### src/rtl/fifo_word_serializer.sv
// Drains 32-bit FIFO words and emits them MSB-first as bytes over a valid/ready stream.
// Optional FIFO_SER_PARITY_EN adds a registered even-parity bit (out_parity_o) per output byte.
module fifo_word_serializer #(
  parameter int unsigned WORD_W = 32,
  parameter int unsigned BYTE_W = 8,
  parameter int unsigned CNT_W  = 16
) (
  input  logic              clk,
  input  logic              rst_n,
  input  logic              fifo_empty_i,
  input  logic [WORD_W-1:0] fifo_data_i,
  output logic              fifo_en_o,
  output logic              fifo_rd_o,
  output logic [BYTE_W-1:0] out_data_o,
  output logic              out_valid_o,
  input  logic              out_ready_i,
`ifdef FIFO_SER_PARITY_EN
  output logic              out_parity_o,
`endif
  output logic              busy_o,
  output logic [CNT_W-1:0]  words_sent_o
);

  localparam int unsigned NB    = WORD_W / BYTE_W;
  localparam int unsigned IDX_W = (NB > 1) ? $clog2(NB) : 1;

  typedef enum logic [1:0] {
    ST_IDLE = 2'd0,
    ST_REQ  = 2'd1,
    ST_CAPT = 2'd2,
    ST_SEND = 2'd3
  } state_e;

  state_e             state_q, state_d;
  logic [WORD_W-1:0]  shreg_q, shreg_d;
  logic [IDX_W-1:0]   byte_idx_q, byte_idx_d;
  logic               fifo_rd_q, fifo_rd_d;
  logic               fifo_en_q;
  logic               out_valid_q, out_valid_d;
  logic [BYTE_W-1:0]  out_data_q, out_data_d;
  logic               busy_q, busy_d;
  logic [CNT_W-1:0]   words_sent_q, words_sent_d;
`ifdef FIFO_SER_PARITY_EN
  logic               parity_q;
`endif

  // Next-state and registered-output computation
  always_comb begin
    state_d      = state_q;
    shreg_d      = shreg_q;
    byte_idx_d   = byte_idx_q;
    fifo_rd_d    = 1'b0;
    out_valid_d  = out_valid_q;
    words_sent_d = words_sent_q;

    case (state_q)
      ST_IDLE: begin
        if (!fifo_empty_i) begin
          state_d   = ST_REQ;
          fifo_rd_d = 1'b1;
        end
      end
      ST_REQ: begin
        state_d = ST_CAPT;
      end
      ST_CAPT: begin
        shreg_d     = fifo_data_i;
        byte_idx_d  = '0;
        out_valid_d = 1'b1;
        state_d     = ST_SEND;
      end
      ST_SEND: begin
        if (out_valid_q && out_ready_i) begin
          shreg_d    = shreg_q << BYTE_W;
          byte_idx_d = byte_idx_q + IDX_W'(1);
          // Last byte: the empty flag sampled now decides whether to chain the next read
          if (byte_idx_q == IDX_W'(NB - 1)) begin
            words_sent_d = words_sent_q + CNT_W'(1);
            out_valid_d  = 1'b0;
            if (!fifo_empty_i) begin
              state_d   = ST_REQ;
              fifo_rd_d = 1'b1;
            end else begin
              state_d = ST_IDLE;
            end
          end
        end
      end
      default: begin
        state_d = ST_IDLE;
      end
    endcase

    out_data_d = shreg_d[WORD_W-1 -: BYTE_W];
    busy_d     = (state_d != ST_IDLE);
  end

  // State and output registers
  always_ff @(posedge clk or negedge rst_n) begin
    if (!rst_n) begin
      state_q      <= ST_IDLE;
      shreg_q      <= '0;
      byte_idx_q   <= '0;
      fifo_rd_q    <= 1'b0;
      fifo_en_q    <= 1'b0;
      out_valid_q  <= 1'b0;
      out_data_q   <= '0;
      busy_q       <= 1'b0;
      words_sent_q <= '0;
`ifdef FIFO_SER_PARITY_EN
      parity_q     <= 1'b0;
`endif
    end else begin
      state_q      <= state_d;
      shreg_q      <= shreg_d;
      byte_idx_q   <= byte_idx_d;
      fifo_rd_q    <= fifo_rd_d;
      fifo_en_q    <= 1'b1;
      out_valid_q  <= out_valid_d;
      out_data_q   <= out_data_d;
      busy_q       <= busy_d;
      words_sent_q <= words_sent_d;
`ifdef FIFO_SER_PARITY_EN
      parity_q     <= ^out_data_d;
`endif
    end
  end

  assign fifo_en_o    = fifo_en_q;
  assign fifo_rd_o    = fifo_rd_q;
  assign out_data_o   = out_data_q;
  assign out_valid_o  = out_valid_q;
  assign busy_o       = busy_q;
  assign words_sent_o = words_sent_q;
`ifdef FIFO_SER_PARITY_EN
  assign out_parity_o = parity_q;
`endif

endmodule

### config.mk
export PLATFORM = sky130hd
export DESIGN_NAME = fifo_word_serializer
export DESIGN_NICKNAME = d
export VERILOG_FILES = /design/src/rtl/fifo_word_serializer.sv
export SDC_FILE = /design/constraint.sdc
export NUM_CORES = 1
export LEC_CHECK = 0
export CAP_MARGIN = 0
export CORE_MARGIN = 8
export CORE_UTILIZATION = 55
export CTS_BUF_LIST = sky130_fd_sc_hd__clkbuf_4
export DETAILED_ROUTE_END_ITERATION = 10
export GPL_TIMING_DRIVEN = 0
export HOLD_SLACK_MARGIN = 0.03
export PLACE_DENSITY = 0.88
export SLEW_MARGIN = 20
export SYNTH_ARGS = -nofsm -noshare
export SYNTH_HDL_FRONTEND = slang
export SYNTH_SLANG_ARGS = --single-unit
### constraint.sdc
create_clock -name clk -period 5.25 [get_ports clk]
set_clock_uncertainty 0.05 [all_clocks]
set_input_delay 0.7875 -clock clk [delete_from_list [all_inputs] [get_ports clk]]
set_output_delay 0.7875 -clock clk [all_outputs]
set_load 0.02 [all_outputs]
==> results of run 1 <==
-- synth_stat cells, drive strengths merged --
| cell type | count | share of area (%) |
|---|---|---|
| buf | 18 | 4.9 |
| nor2 | 6 | 0.96 |
| clkbuf | 1 | 0.14 |
| a21o | 1 | 0.34 |
| o21bai | 1 | 0.29 |
| or2 | 2 | 0.48 |
| a22o | 10 | 3.4 |
| inv | 3 | 0.43 |
| xor2 | 2 | 0.67 |
| nand3 | 5 | 0.96 |
| nand4 | 4 | 2.1 |
| mux2 | 1 | 0.43 |
| nor3 | 1 | 0.19 |
| dfrtp | 56 | 54 |
| a211oi | 1 | 0.29 |
| ha | 6 | 2.9 |
| conb | 1 | 0.14 |
| a31oi | 1 | 0.24 |
| nand2 | 37 | 5.3 |
| nor2b | 1 | 0.24 |
| xnor2 | 14 | 4.7 |
| nor4 | 2 | 1.6 |
| mux2i | 24 | 9.2 |
| a22oi | 1 | 0.29 |
| and3 | 1 | 0.24 |
| and4 | 1 | 0.34 |
| o21ai | 26 | 5.0 |
| nand3b | 1 | 0.29 |
-- kinds of logic (layout without fill, tap and decap cells) --
group	after synthesis	in the layout
other	1	1
flip-flops	56	56
AND/OR/NAND/NOR	61	61
AO/OA/AOI/OAI	41	41
adder cells (fa/ha/maj)	6	6
buffers and inverters	22	93
multiplexers	25	25
XOR/XNOR	16	16
-- worst min path at each step --
stage	start	end	slack [ns]	depth (start not counted)
after detailed placement	shreg_q[18]$_DFFE_PN0P_	shreg_q[18]$_DFFE_PN0P_	0.42	2
after global routing	rst_n	shreg_q[17]$_DFFE_PN0P_	0.43	1
after floorplan	shreg_q[11]$_DFFE_PN0P_	shreg_q[11]$_DFFE_PN0P_	0.40	2
after CTS	rst_n	shreg_q[1]$_DFFE_PN0P_	0.40	1
final	rst_n	shreg_q[2]$_DFFE_PN0P_	0.39	1
after global placement	words_sent_o[15]$_DFFE_PN0P_	words_sent_o[15]$_DFFE_PN0P_	0.41	1
-- layout make-up --
cell class                 instances  area share, %
sequential                        56           41.8
clock buffer                       7           1.57
clock inverter                     1          0.112
inverter                           3          0.336
timing repair buffer              63           18.7
tap                               54           2.01
buffer                            19           3.92
multi-input combinational        150           31.6
-- where the power goes --
group	total, mW	leakage, nW	switching (mW)	internal [mW]
registers	0.653	0.714	0.0819	0.572
clock network	0.185	0.0338	0.123	0.0622
logic	0.756	0.758	0.387	0.369
total	1.59	1.51	0.592	1.00
-- state kept, by name, summed over array words and instances, names as in the netlist --
register      cells
fifo_en_o         1
words_sent_o     16
state_q           2
shreg_q          32
busy_o            1
out_valid_o       1
byte_idx_q        2
fifo_rd_o         1
-- cells in the final DEF (no fill, tap or decap), types with 2 or more instances in the layout --
| cell type | Yosys | routed |
|---|---|---|
| sky130_fd_sc_hd__clkbuf_4 | 0 | 7 |
| sky130_fd_sc_hd__or2_2 | 2 | 2 |
| sky130_fd_sc_hd__nand4_4 | 2 | 2 |
| sky130_fd_sc_hd__nand2_1 | 37 | 37 |
| sky130_fd_sc_hd__buf_4 | 15 | 16 |
| sky130_fd_sc_hd__xor2_1 | 2 | 2 |
| sky130_fd_sc_hd__nor2_1 | 5 | 5 |
| sky130_fd_sc_hd__ha_1 | 6 | 6 |
| sky130_fd_sc_hd__clkdlybuf4s50_1 | 0 | 62 |
| sky130_fd_sc_hd__nor4_4 | 2 | 2 |
| sky130_fd_sc_hd__mux2i_1 | 24 | 24 |
| sky130_fd_sc_hd__o21ai_0 | 22 | 22 |
| sky130_fd_sc_hd__xnor2_1 | 14 | 14 |
| sky130_fd_sc_hd__dfrtp_1 | 56 | 56 |
| sky130_fd_sc_hd__inv_1 | 3 | 3 |
| sky130_fd_sc_hd__o21ai_1 | 4 | 4 |
| sky130_fd_sc_hd__a22o_1 | 10 | 10 |
| sky130_fd_sc_hd__buf_2 | 3 | 3 |
| sky130_fd_sc_hd__nand3_1 | 5 | 5 |
| sky130_fd_sc_hd__nand4_1 | 2 | 2 |
-- through the flow --
| step | utilization, % | instances |
|---|---|---|
| floorplan | - | 228 |
| global placement | 71.3 | 345 |
| detailed placement | 71.2 | 345 |
| CTS | 72.5 | 353 |
| global route | 72.5 | 353 |
| finish | 72.5 | 353 |
-- layer usage --
layer	global-route usage, %	part of all wire, %	vias to the layer above
li1	-	-	914
met1	19.2	43	936
met2	26.1	52	39
met3	3.71	4.3	4
met4	5.66	0.78	0
met5	0	0	-
==> impl_results.md, run 1 <==
- Clock latency on the worst-skew pair: 0.37 ns
- Largest net degree at the start of global routing: 57
- Multi-input gate area: 1060 um2
- Wire length of the first global-routing pass: 9050 um
- Via count normalized by instance count: 5.36
- Seq/Total Area, Yosys: 53.8%
- Buf+Inv Stages, Crit Path: 1
- Launching instance or port of the critical path: words_sent_o[3]$_DFFE_PN0P_
- Fin Setup TNS: 0 ns
- HPWL Detailed: 4150 um
- DR pass1 iterations: 4
- Cell area after placement: 3300 um2
- Final weighted congestion of routability-driven global placement: 0.757
- Fin crit share: 45.3%
- Sinks on Clock Net: 56
- Data required time of the worst path: 4.41 ns
- Violation count after the first detailed-routing iteration: 55
- Crit path to: words_sent_o[3]
- CTS Buffer Depth: 2
- Leakage power: 1.51 nW
- Reg2Reg Setup Slack: 3.24 ns
- Worst r2r path cells: 7
- Total setup violations reported at the end of the flow: 0
- Category of the critical setup timing path: reg2out
- Logic depth of the worst setup path including buffers: 1
- Max IR drop VDD: 0.000278 V
- Fill cell instance count of the final layout: 353
- Cell area after technology mapping: 2600 um2
- Effective utilization at floorplan: 56.2%
- Number of gates given a new drive strength after cts: 0
- Standard-cell row count: 25
- Post-synth cell types: 32
- Overall Global Routing Usage: 15.6%
- Ordered list of cells on the worst path: clkdlybuf4s50_1
- Fraction of final layout cells with drive strength greater than 1: 11.7%
- Compound-gate portion of the synthesized area: 9.81%
- FF/Latch Area: 1400 um2
- Clock transition time at the flip-flop clock pins of the worst setup and hold paths: 0.15 ns
- Remaining Overflow, GRT: 0
- Number of antenna repair diodes: 0
- Total of warnings raised by yosys: 0
- Data arrival time at the worst-slack endpoint: 1.54 ns
- DR WL/cell: 15.2 um
- Number of nets still failing antenna checks after routing: 0
- Clock period minus worst slack: 2.38 ns
- Clock tree root buffer cell: sky130_fd_sc_hd__clkbuf_4
- Fraction of synthesized area in multiplexers: 9.66%
- Worst r2r dst: shreg_q[13]$_DFFE_PN0P_
- Clock buffer count from CTS: 5
- Startpoint of the worst-slack reg-to-reg timing path: state_q[0]$_DFF_PN0_
- Nets in the synthesized netlist: 270
- CTS tree: yes
- Xor/xnor share of the synthesized area: 5.38%
- Kind of capture point of the worst setup path: output pin
- Maxcap violations: 0
- Timing-limited maximum frequency: 0.421 GHz
- Synthesized-area fraction occupied by and/or/nand/nor cells: 12.8%
- Number of H-tree levels: 2
- # nets final: 340
- Path type of the worst min-delay path: in2async
- Total non-filler cell area in the finished layout: 3350 um2
- Number of hold violations in the final report: 0
- Final Max Tran Viols: 0
- Adder-cell share of the synthesized area: 2.88%
- Setup repair after global routing missed its margin: false
- Antenna violations before repair: 0
- Via count of the first global-routing pass: 1924
- Die Outline Area: 7190 um2
- Die span in y: 84.8 um
- Final routed wirelength across all metal layers: 5380 um
- Vias after detailed routing: 1893
- Number of register bits inferred by synthesis: 56
- Number of hold buffers added after cts: 0
- Maximum single-stage delay on the critical path: 0.66 ns
- Placement Setup Slack: 2.74 ns
- Main combinational cell family by area after synthesis: simple AND/OR/NAND/NOR gates
- Cell area power density: 475 nW/um2
- Setup ws final: 2.87 ns
- Minimum hold slack: 0.394 ns
- Die span in x: 84.8 um
- Run status: complete, no violations
- Final total power: 1.59 mW
- Gate Count Post-Synth: 228
- Layout overhead on the synthesized area: 28.9%
- Number of buffers added for setup after CTS: 0
- Headroom to the max-slew limit: 55.2%
- Count of pins on the block boundary: 64
- Worst Setup Start Kind: flop
- Maximum fanout count along the critical path: 6
- Number of design rule violations left after detail routing: 0
- Actual slew at the worst max-slew pin: 0.672 ns
- Average footprint of a synthesized cell: 11.4 um2
- Count of buffers from port buffering: 63
- Floorplan Core Area: 4630 um2
- Slowest cell on the critical path: sky130_fd_sc_hd__clkdlybuf4s50_1
- CP delay by family, top: buffers and inverters
Power figures use the tool's default switching activity.
==> run 2, diff against run 1 <==
--- a/config.mk
+++ b/config.mk
@@ -7,12 +7,12 @@
 export LEC_CHECK = 0
 export CAP_MARGIN = 0
 export CORE_MARGIN = 8
-export CORE_UTILIZATION = 55
+export CORE_UTILIZATION = 51
 export CTS_BUF_LIST = sky130_fd_sc_hd__clkbuf_4
 export DETAILED_ROUTE_END_ITERATION = 10
 export GPL_TIMING_DRIVEN = 0
 export HOLD_SLACK_MARGIN = 0.03
-export PLACE_DENSITY = 0.88
+export PLACE_DENSITY = 0.82
 export SLEW_MARGIN = 20
 export SYNTH_ARGS = -nofsm -noshare
 export SYNTH_HDL_FRONTEND = slang
==> constraint.sdc (replaced) <==
create_clock -name clk -period 2.26 [get_ports clk]
set_clock_uncertainty 0.05 [all_clocks]
set_input_delay 0.339 -clock clk [delete_from_list [all_inputs] [get_ports clk]]
set_output_delay 0.339 -clock clk [all_outputs]
set_load 0.02 [all_outputs]
==> run 2 against run 1 <==
Compared with the run above:
- global-route usage down 0.35 points
- critical path depth stayed put
- total power grew 140%
- final cell count increased by 4.8%
- largest power group unchanged
- register-to-register slack got worse by 2.9 ns
- setup slack worse by 2.5 ns
- sequential cell count stayed put
- clock power grew to 3.0 times the previous value
- critical path type unchanged
- sequential share of layout area down 0.70 points
- combinational power grew 130%
- core utilization shrank 4.4 points
==> impl_results.md, run 2 (synthesis gave the netlist of run 1 again) <==
- Fraction of final layout cells with drive strength greater than 1: 12.0% (+0.29 points)
- Total setup violations reported at the end of the flow: 0 (unchanged)
- Overall Global Routing Usage: 15.3% (-0.35 points)
- Count of pins on the block boundary: 64 (unchanged)
- # nets final: 341 (+0.29%)
- Category of the critical setup timing path: reg2out
- Number of H-tree levels: 2 (unchanged)
- Max IR drop VDD: 0.000726 V (+160%)
- Sinks on Clock Net: 56 (unchanged)
- Cell area power density: 1120 nW/um2 (+140%)
- Remaining Overflow, GRT: 0 (unchanged)
- CP delay by family, top: buffers and inverters
- Floorplan Core Area: 5010 um2 (+8.2%)
- Ordered list of cells on the worst path: clkdlybuf4s50_1
- Leading cell type in the layout, fill and taps excluded: sky130_fd_sc_hd__clkdlybuf4s50_1
- Final weighted congestion of routability-driven global placement: 0.760 (+0.50%)
- Final Max Tran Viols: 0 (unchanged)
- Clock tree root buffer cell: sky130_fd_sc_hd__clkbuf_4
- Maximum fanout count along the critical path: 6 (unchanged)
- DR WL/cell: 14.4 um (-5.3%)
- Count of buffers from port buffering: 63 (unchanged)
- Clock latency on the worst-skew pair: 0.37 ns (about the same)
- Standard-cell row count: 26 (+4.0%)
- Via count of the first global-routing pass: 1933 (+0.47%)
- Buf+Inv Stages, Crit Path: 1 (unchanged)
- Actual slew at the worst max-slew pin: 0.685 ns (+0.0130 ns)
- Via count normalized by instance count: 4.88 (-9.0%)
- Slowest cell on the critical path: sky130_fd_sc_hd__clkdlybuf4s50_1
- Wire length of the first global-routing pass: 9160 um (+1.3%)
- Placement Setup Slack: 0.180 ns (-2.56 ns)
- Timing-limited maximum frequency: 0.516 GHz
- Number of nets still failing antenna checks after routing: 0 (unchanged)
- Headroom to the max-slew limit: 54.3% (-0.87 points)
- Kind of capture point of the worst setup path: output pin
- Number of design rule violations left after detail routing: 0 (unchanged)
- Number of hold buffers added after cts: 1 (+1)
- Leakage power: 1.52 nW (+1.1%)
- Vias after detailed routing: 1806 (-4.6%)
- CTS tree: yes
- Number of gates given a new drive strength after cts: 0 (unchanged)
- Number of hold violations in the final report: 0 (unchanged)
- Maxcap violations: 0 (unchanged)
- Die Outline Area: 7640 um2 (+6.3%)
- Setup ws final: 0.322 ns (-2.55 ns)
- Data required time of the worst path: 1.87 ns (-2.54 ns)
- Worst Setup Start Kind: flop
- Minimum hold slack: 0.428 ns (+0.0344 ns)
- DR pass1 iterations: 4 (unchanged)
- Maximum single-stage delay on the critical path: 0.66 ns (about the same)
- Fin crit share: 85.7%
- Die span in y: 87.4 um (+3.1%)
- Antenna violations before repair: 0 (unchanged)
- Run status: complete, no violations
- Most used cells in the layout excluding fill and tap cells: sky130_fd_sc_hd__clkdlybuf4s50_1 (62), sky130_fd_sc_hd__dfrtp_1 (56), sky130_fd_sc_hd__nand2_1 (37)
- Clock buffer count from CTS: 5 (unchanged)
- Top register by number of flip-flops: shreg_q
- Data arrival time at the worst-slack endpoint: 1.55 ns (about the same)
- Final routed wirelength across all metal layers: 5340 um (-0.74%)
- Clock period minus worst slack: 1.94 ns
- Number of antenna repair diodes: 0 (unchanged)
- Clock transition time at the flip-flop clock pins of the worst setup and hold paths: 0.15 ns (about the same)
- Path type of the worst min-delay path: reg2reg
- Violation count after the first detailed-routing iteration: 55 (unchanged)
- CTS Buffer Depth: 2 (unchanged)
- Largest net degree at the start of global routing: 57 (unchanged)
- Flip-flop count of the largest register, all copies and words added: 32 (unchanged)
- Layout overhead on the synthesized area: 31.1%
- Fin Setup TNS: 0 ns (unchanged)
- Number of buffers added for setup after CTS: 0 (unchanged)
- Effective utilization at floorplan: 51.9% (-4.3 points)
- Setup repair after global routing missed its margin: false
- Die span in x: 87.4 um (+3.1%)
- HPWL Detailed: 4020 um (-3.2%)
run 2: changes by cell type in the layout (fill, tap and decap cells not counted):
| cell | delta |
|---|---|
| sky130_fd_sc_hd__bufinv_16 | +1 |
| sky130_fd_sc_hd__clkbuf_4 | -1 |
| sky130_fd_sc_hd__clkinv_1 | -1 |
| sky130_fd_sc_hd__dlygate4sd3_1 | +1 |
| sky130_fd_sc_hd__inv_6 | +1 |
run 2: per-stage QoR:
step	area, um2	std cells	util (%)	total power, mW
global placement	3320	361	66.3	3.24
detailed placement	3320	361	66.2	3.29
global route	3410	370	68.1	4.11
floorplan	2600	228	-	2.76
CTS	3410	370	68.1	3.86
finish	3410	370	68.1	3.82
run 2: worst paths after layout:
path                                                end                         start  slack (ns)  depth (start not counted)
setup / recovery                        words_sent_o[3]   words_sent_o[3]$_DFFE_PN0P_        0.32                          1
hold / removal             words_sent_o[15]$_DFFE_PN0P_  words_sent_o[15]$_DFFE_PN0P_        0.43                          1
setup reg to reg                shreg_q[16]$_DFFE_PN0P_          state_q[0]$_DFF_PN0_        0.34                          7
hold reg to reg            words_sent_o[15]$_DFFE_PN0P_  words_sent_o[15]$_DFFE_PN0P_        0.43                          1
max in group asynchronous  words_sent_o[15]$_DFFE_PN0P_                         rst_n        1.21                          2
min in group asynchronous        shreg_q[1]$_DFFE_PN0P_                         rst_n        0.49                          2
run 2: power breakdown:
group          internal [mW]  switching, mW  leakage [nW]  total [mW]
Combinational          0.857          0.890         0.762        1.75
Clock                  0.250          0.307        0.0463       0.557
Sequential              1.33          0.184         0.714        1.51
run 2: final cells by class:
type | instances | area (um2)
Fill cell | 395 | 1600
Multi-Input combinational cell | 150 | 1060
Clock inverter | 2 | 38.8
Sequential cell | 56 | 1400
Inverter | 3 | 11.3
Clock buffer | 6 | 45.0
Buffer | 19 | 131
Timing Repair Buffer | 64 | 638
Tap cell | 70 | 87.6
run 2: worst reg2reg max path, cell delays in order, from the launching register on:
cell and delay, ns:
sky130_fd_sc_hd__dfrtp_1 0.39, sky130_fd_sc_hd__inv_1 0.10, sky130_fd_sc_hd__ha_1 0.25, sky130_fd_sc_hd__nor2b_1 0.14, sky130_fd_sc_hd__buf_4 0.17, sky130_fd_sc_hd__a31oi_1 0.19
sky130_fd_sc_hd__clkbuf_1 0.36, sky130_fd_sc_hd__o21ai_0 0.17
run 2: per-layer routing:
| layer | global-route usage [%] | vias to the layer above | share of wire [%] |
|---|---|---|---|
| met5 | 0 | - | 0 |
| met3 | 3.30 | 4 | 4.4 |
| met1 | 18.6 | 854 | 44 |
| met4 | 6.56 | 0 | 1.5 |
| li1 | - | 915 | - |
| met2 | 25.3 | 33 | 50 |
==> run 3, diff against run 2 <==
--- a/config.mk
+++ b/config.mk
@@ -6,6 +6,7 @@
 export NUM_CORES = 1
 export LEC_CHECK = 0
 export CAP_MARGIN = 0
+export CORE_ASPECT_RATIO = 0.75
 export CORE_MARGIN = 8
 export CORE_UTILIZATION = 51
 export CTS_BUF_LIST = sky130_fd_sc_hd__clkbuf_4
==> run 3 against run 2 <==
Compared with the run above:
- critical path depth increased by 6
- non-clock buffer count stayed put
- setup slack worse by 0.093 ns
- critical path type is now reg2reg
- highest routed layer unchanged
==> impl_results.md, run 3 (synthesis gave the netlist of run 1 again) <==
- Data required time of the worst path: 2.46 ns (+0.59 ns)
- Die span in y: 77.9 um (-11%)
- Clock period minus worst slack: 2.03 ns (+0.0934 ns)
- # nets final: 341 (unchanged)
- Count of cells along the worst hold path: 2 (+1)
- Max IR drop VDD: 0.000554 V (-24%)
- Via count normalized by instance count: 5.21 (+6.8%)
- Final weighted congestion of routability-driven global placement: 0.764 (+0.42%)
- Violation count after the first detailed-routing iteration: 58 (+5.5%)
- Startpoint of the worst-slack reg-to-reg timing path: state_q[0]$_DFF_PN0_
- Leakage power: 1.52 nW (-0.39%)
- Leading cell type in the layout, fill and taps excluded: sky130_fd_sc_hd__clkdlybuf4s50_1
- Most used cells in the layout excluding fill and tap cells: sky130_fd_sc_hd__clkdlybuf4s50_1 (62), sky130_fd_sc_hd__dfrtp_1 (56), sky130_fd_sc_hd__nand2_1 (37)
- Number of nets still failing antenna checks after routing: 0 (unchanged)
- Path type of the worst min-delay path: reg2reg
- Final Max Tran Viols: 0 (unchanged)
- Flip-flop count of the largest register, all copies and words added: 32 (unchanged)
- Kind of capture point of the worst setup path: flop
- Floorplan Core Area: 4900 um2 (-2.2%)
- Fill cell instance count of the final layout: 388 (-1.8%)
- Count of pins on the block boundary: 64 (unchanged)
- Maxcap violations: 0 (unchanged)
- Antenna violations before repair: 0 (unchanged)
- Number of buffers added for setup after CTS: 0 (unchanged)
- Worst Setup Start Kind: flop
- Clock latency on the worst-skew pair: 0.37 ns (about the same)
- Die span in x: 98.5 um (+13%)
- Largest net degree at the start of global routing: 57 (unchanged)
- Number of H-tree levels: 2 (unchanged)
- Hold Crit Endpoint: shreg_q[30]$_DFFE_PN0P_
- Multi-input gate area: 1060 um2 (unchanged)
- Layout overhead on the synthesized area: 30.3%
- Clock transition time at the flip-flop clock pins of the worst setup and hold paths: 0.15 ns (about the same)
- Via count of the first global-routing pass: 1957 (+1.2%)
- HPWL Detailed: 4270 um (+6.2%)
- Actual slew at the worst max-slew pin: 0.684 ns (-0.00175 ns)
- FF/Latch Area: 1400 um2 (unchanged)
- Total non-filler cell area in the finished layout: 3390 um2 (-0.62%)
- Standard-cell row count: 22 (-15%)
- Headroom to the max-slew limit: 54.4% (+0.12 points)
- Worst r2r path cells: 7 (unchanged)
- Data arrival time at the worst-slack endpoint: 2.23 ns (+0.68 ns)
- Clock buffer count from CTS: 5 (unchanged)
- Clock tree root buffer cell: sky130_fd_sc_hd__clkbuf_4
- Total setup violations reported at the end of the flow: 0 (unchanged)
- Launching instance or port of the critical path: state_q[0]$_DFF_PN0_
- Overall Global Routing Usage: 15.3% (-0.023 points)
- Die Outline Area: 7670 um2 (+0.31%)
- Top register by number of flip-flops: shreg_q
- Timing-limited maximum frequency: 0.492 GHz (-4.6%)
- Reg2Reg Setup Slack: 0.23 ns (-0.11 ns)
- Category of the critical setup timing path: reg2reg
- Worst r2r dst: shreg_q[18]$_DFFE_PN0P_
- Cell area power density: 1130 nW/um2 (+0.67%)
- Placement Setup Slack: 0.175 ns (-0.00477 ns)
- CTS tree: yes
- Startpoint of the worst hold path: shreg_q[30]$_DFFE_PN0P_
- DR pass1 iterations: 4 (unchanged)
- Count of buffers from port buffering: 63 (unchanged)
- Cell area after placement: 3310 um2 (-0.38%)
- Vias after detailed routing: 1876 (+3.9%)
- Number of hold violations in the final report: 0 (unchanged)
- DR WL/cell: 15.5 um (+7.1%)
- Setup repair after global routing missed its margin: false
- Setup ws final: 0.229 ns (-0.0934 ns)
- Run status: complete, no violations
- Wire length of the first global-routing pass: 9470 um (+3.3%)
- Remaining Overflow, GRT: 0 (unchanged)
- CTS Buffer Depth: 2 (unchanged)
- Fraction of final layout cells with drive strength greater than 1: 11.3% (-0.67 points)
- Fin crit share: 89.9% (+4.1 points)
- Number of design rule violations left after detail routing: 0 (unchanged)
- Minimum hold slack: 0.450 ns (+0.0215 ns)
- Number of antenna repair diodes: 0 (unchanged)
- Sinks on Clock Net: 56 (unchanged)
- Effective utilization at floorplan: 53.1% (+1.2 points)
- Final routed wirelength across all metal layers: 5570 um (+4.2%)
- Maximum fanout count along the critical path: 10 (+4)
run 3: through the flow:
| step | total power [mW] | std cells | utilization [%] | setup TNS [ns] |
|---|---|---|---|---|
| final | 3.82 | 360 | 69.2 | 0 |
| after global routing | 4.11 | 360 | 69.2 | 0 |
| after CTS | 3.85 | 360 | 69.2 | 0 |
| after detailed placement | 3.33 | 351 | 67.5 | 0 |
| after global placement | 3.25 | 351 | 67.5 | -49.71 |
| after floorplan | 2.76 | 228 | - | 0 |
run 3: metal layers:
layer | part of all wire (%) | routed length [um] | track usage, % | vias up
li1 | - | - | - | 916
met1 | 46 | 2560 | 19.6 | 903
met2 | 47 | 2620 | 24.1 | 52
met5 | 0 | 0 | 0 | -
met4 | 1.3 | 73 | 6.41 | 0
met3 | 5.6 | 312 | 3.74 | 5
run 3: worst max path at each step:
stage                                         to  slack, ns
detailed placement  words_sent_o[15]$_DFFE_PN0P_       0.17
global route             shreg_q[11]$_DFFE_PN0P_       0.08
finish                   shreg_q[18]$_DFFE_PN0P_       0.23
global placement                busy_o$_DFF_PN0_      -0.89
floorplan                shreg_q[25]$_DFFE_PN0P_       0.57
CTS                      shreg_q[18]$_DFFE_PN0P_       0.24
run 3: repair_timing:
action	4_1_cts	5_1_grt
hold buffers	1	0
endpoints found under the hold margin	56	0
gates resized for setup	0	0
run 3: area by class of cell:
cell class                 instances  share of cell area, %
tap                               60                   2.21
sequential                        56                   41.3
buffer                            19                   3.87
clock inverter                     3                   1.11
inverter                           3                  0.332
clock buffer                       5                   1.11
multi-input combinational        150                   31.2
timing repair buffer              64                   18.8
run 3: report_power, final:
group          internal [mW]  switching (mW)  total (mW)
Clock                  0.227           0.294       0.521
Combinational          0.858           0.921        1.78
Sequential              1.33           0.191        1.52
Total                   2.41            1.41        3.82
run 3: critical path, stage by stage (launching register included):
cell and delay, ns:
sky130_fd_sc_hd__dfrtp_1 0.41, sky130_fd_sc_hd__inv_1 0.12, sky130_fd_sc_hd__ha_1 0.26, sky130_fd_sc_hd__nor2b_1 0.15
sky130_fd_sc_hd__buf_4 0.17, sky130_fd_sc_hd__a31oi_1 0.19, sky130_fd_sc_hd__clkbuf_1 0.38, sky130_fd_sc_hd__o21ai_0 0.18
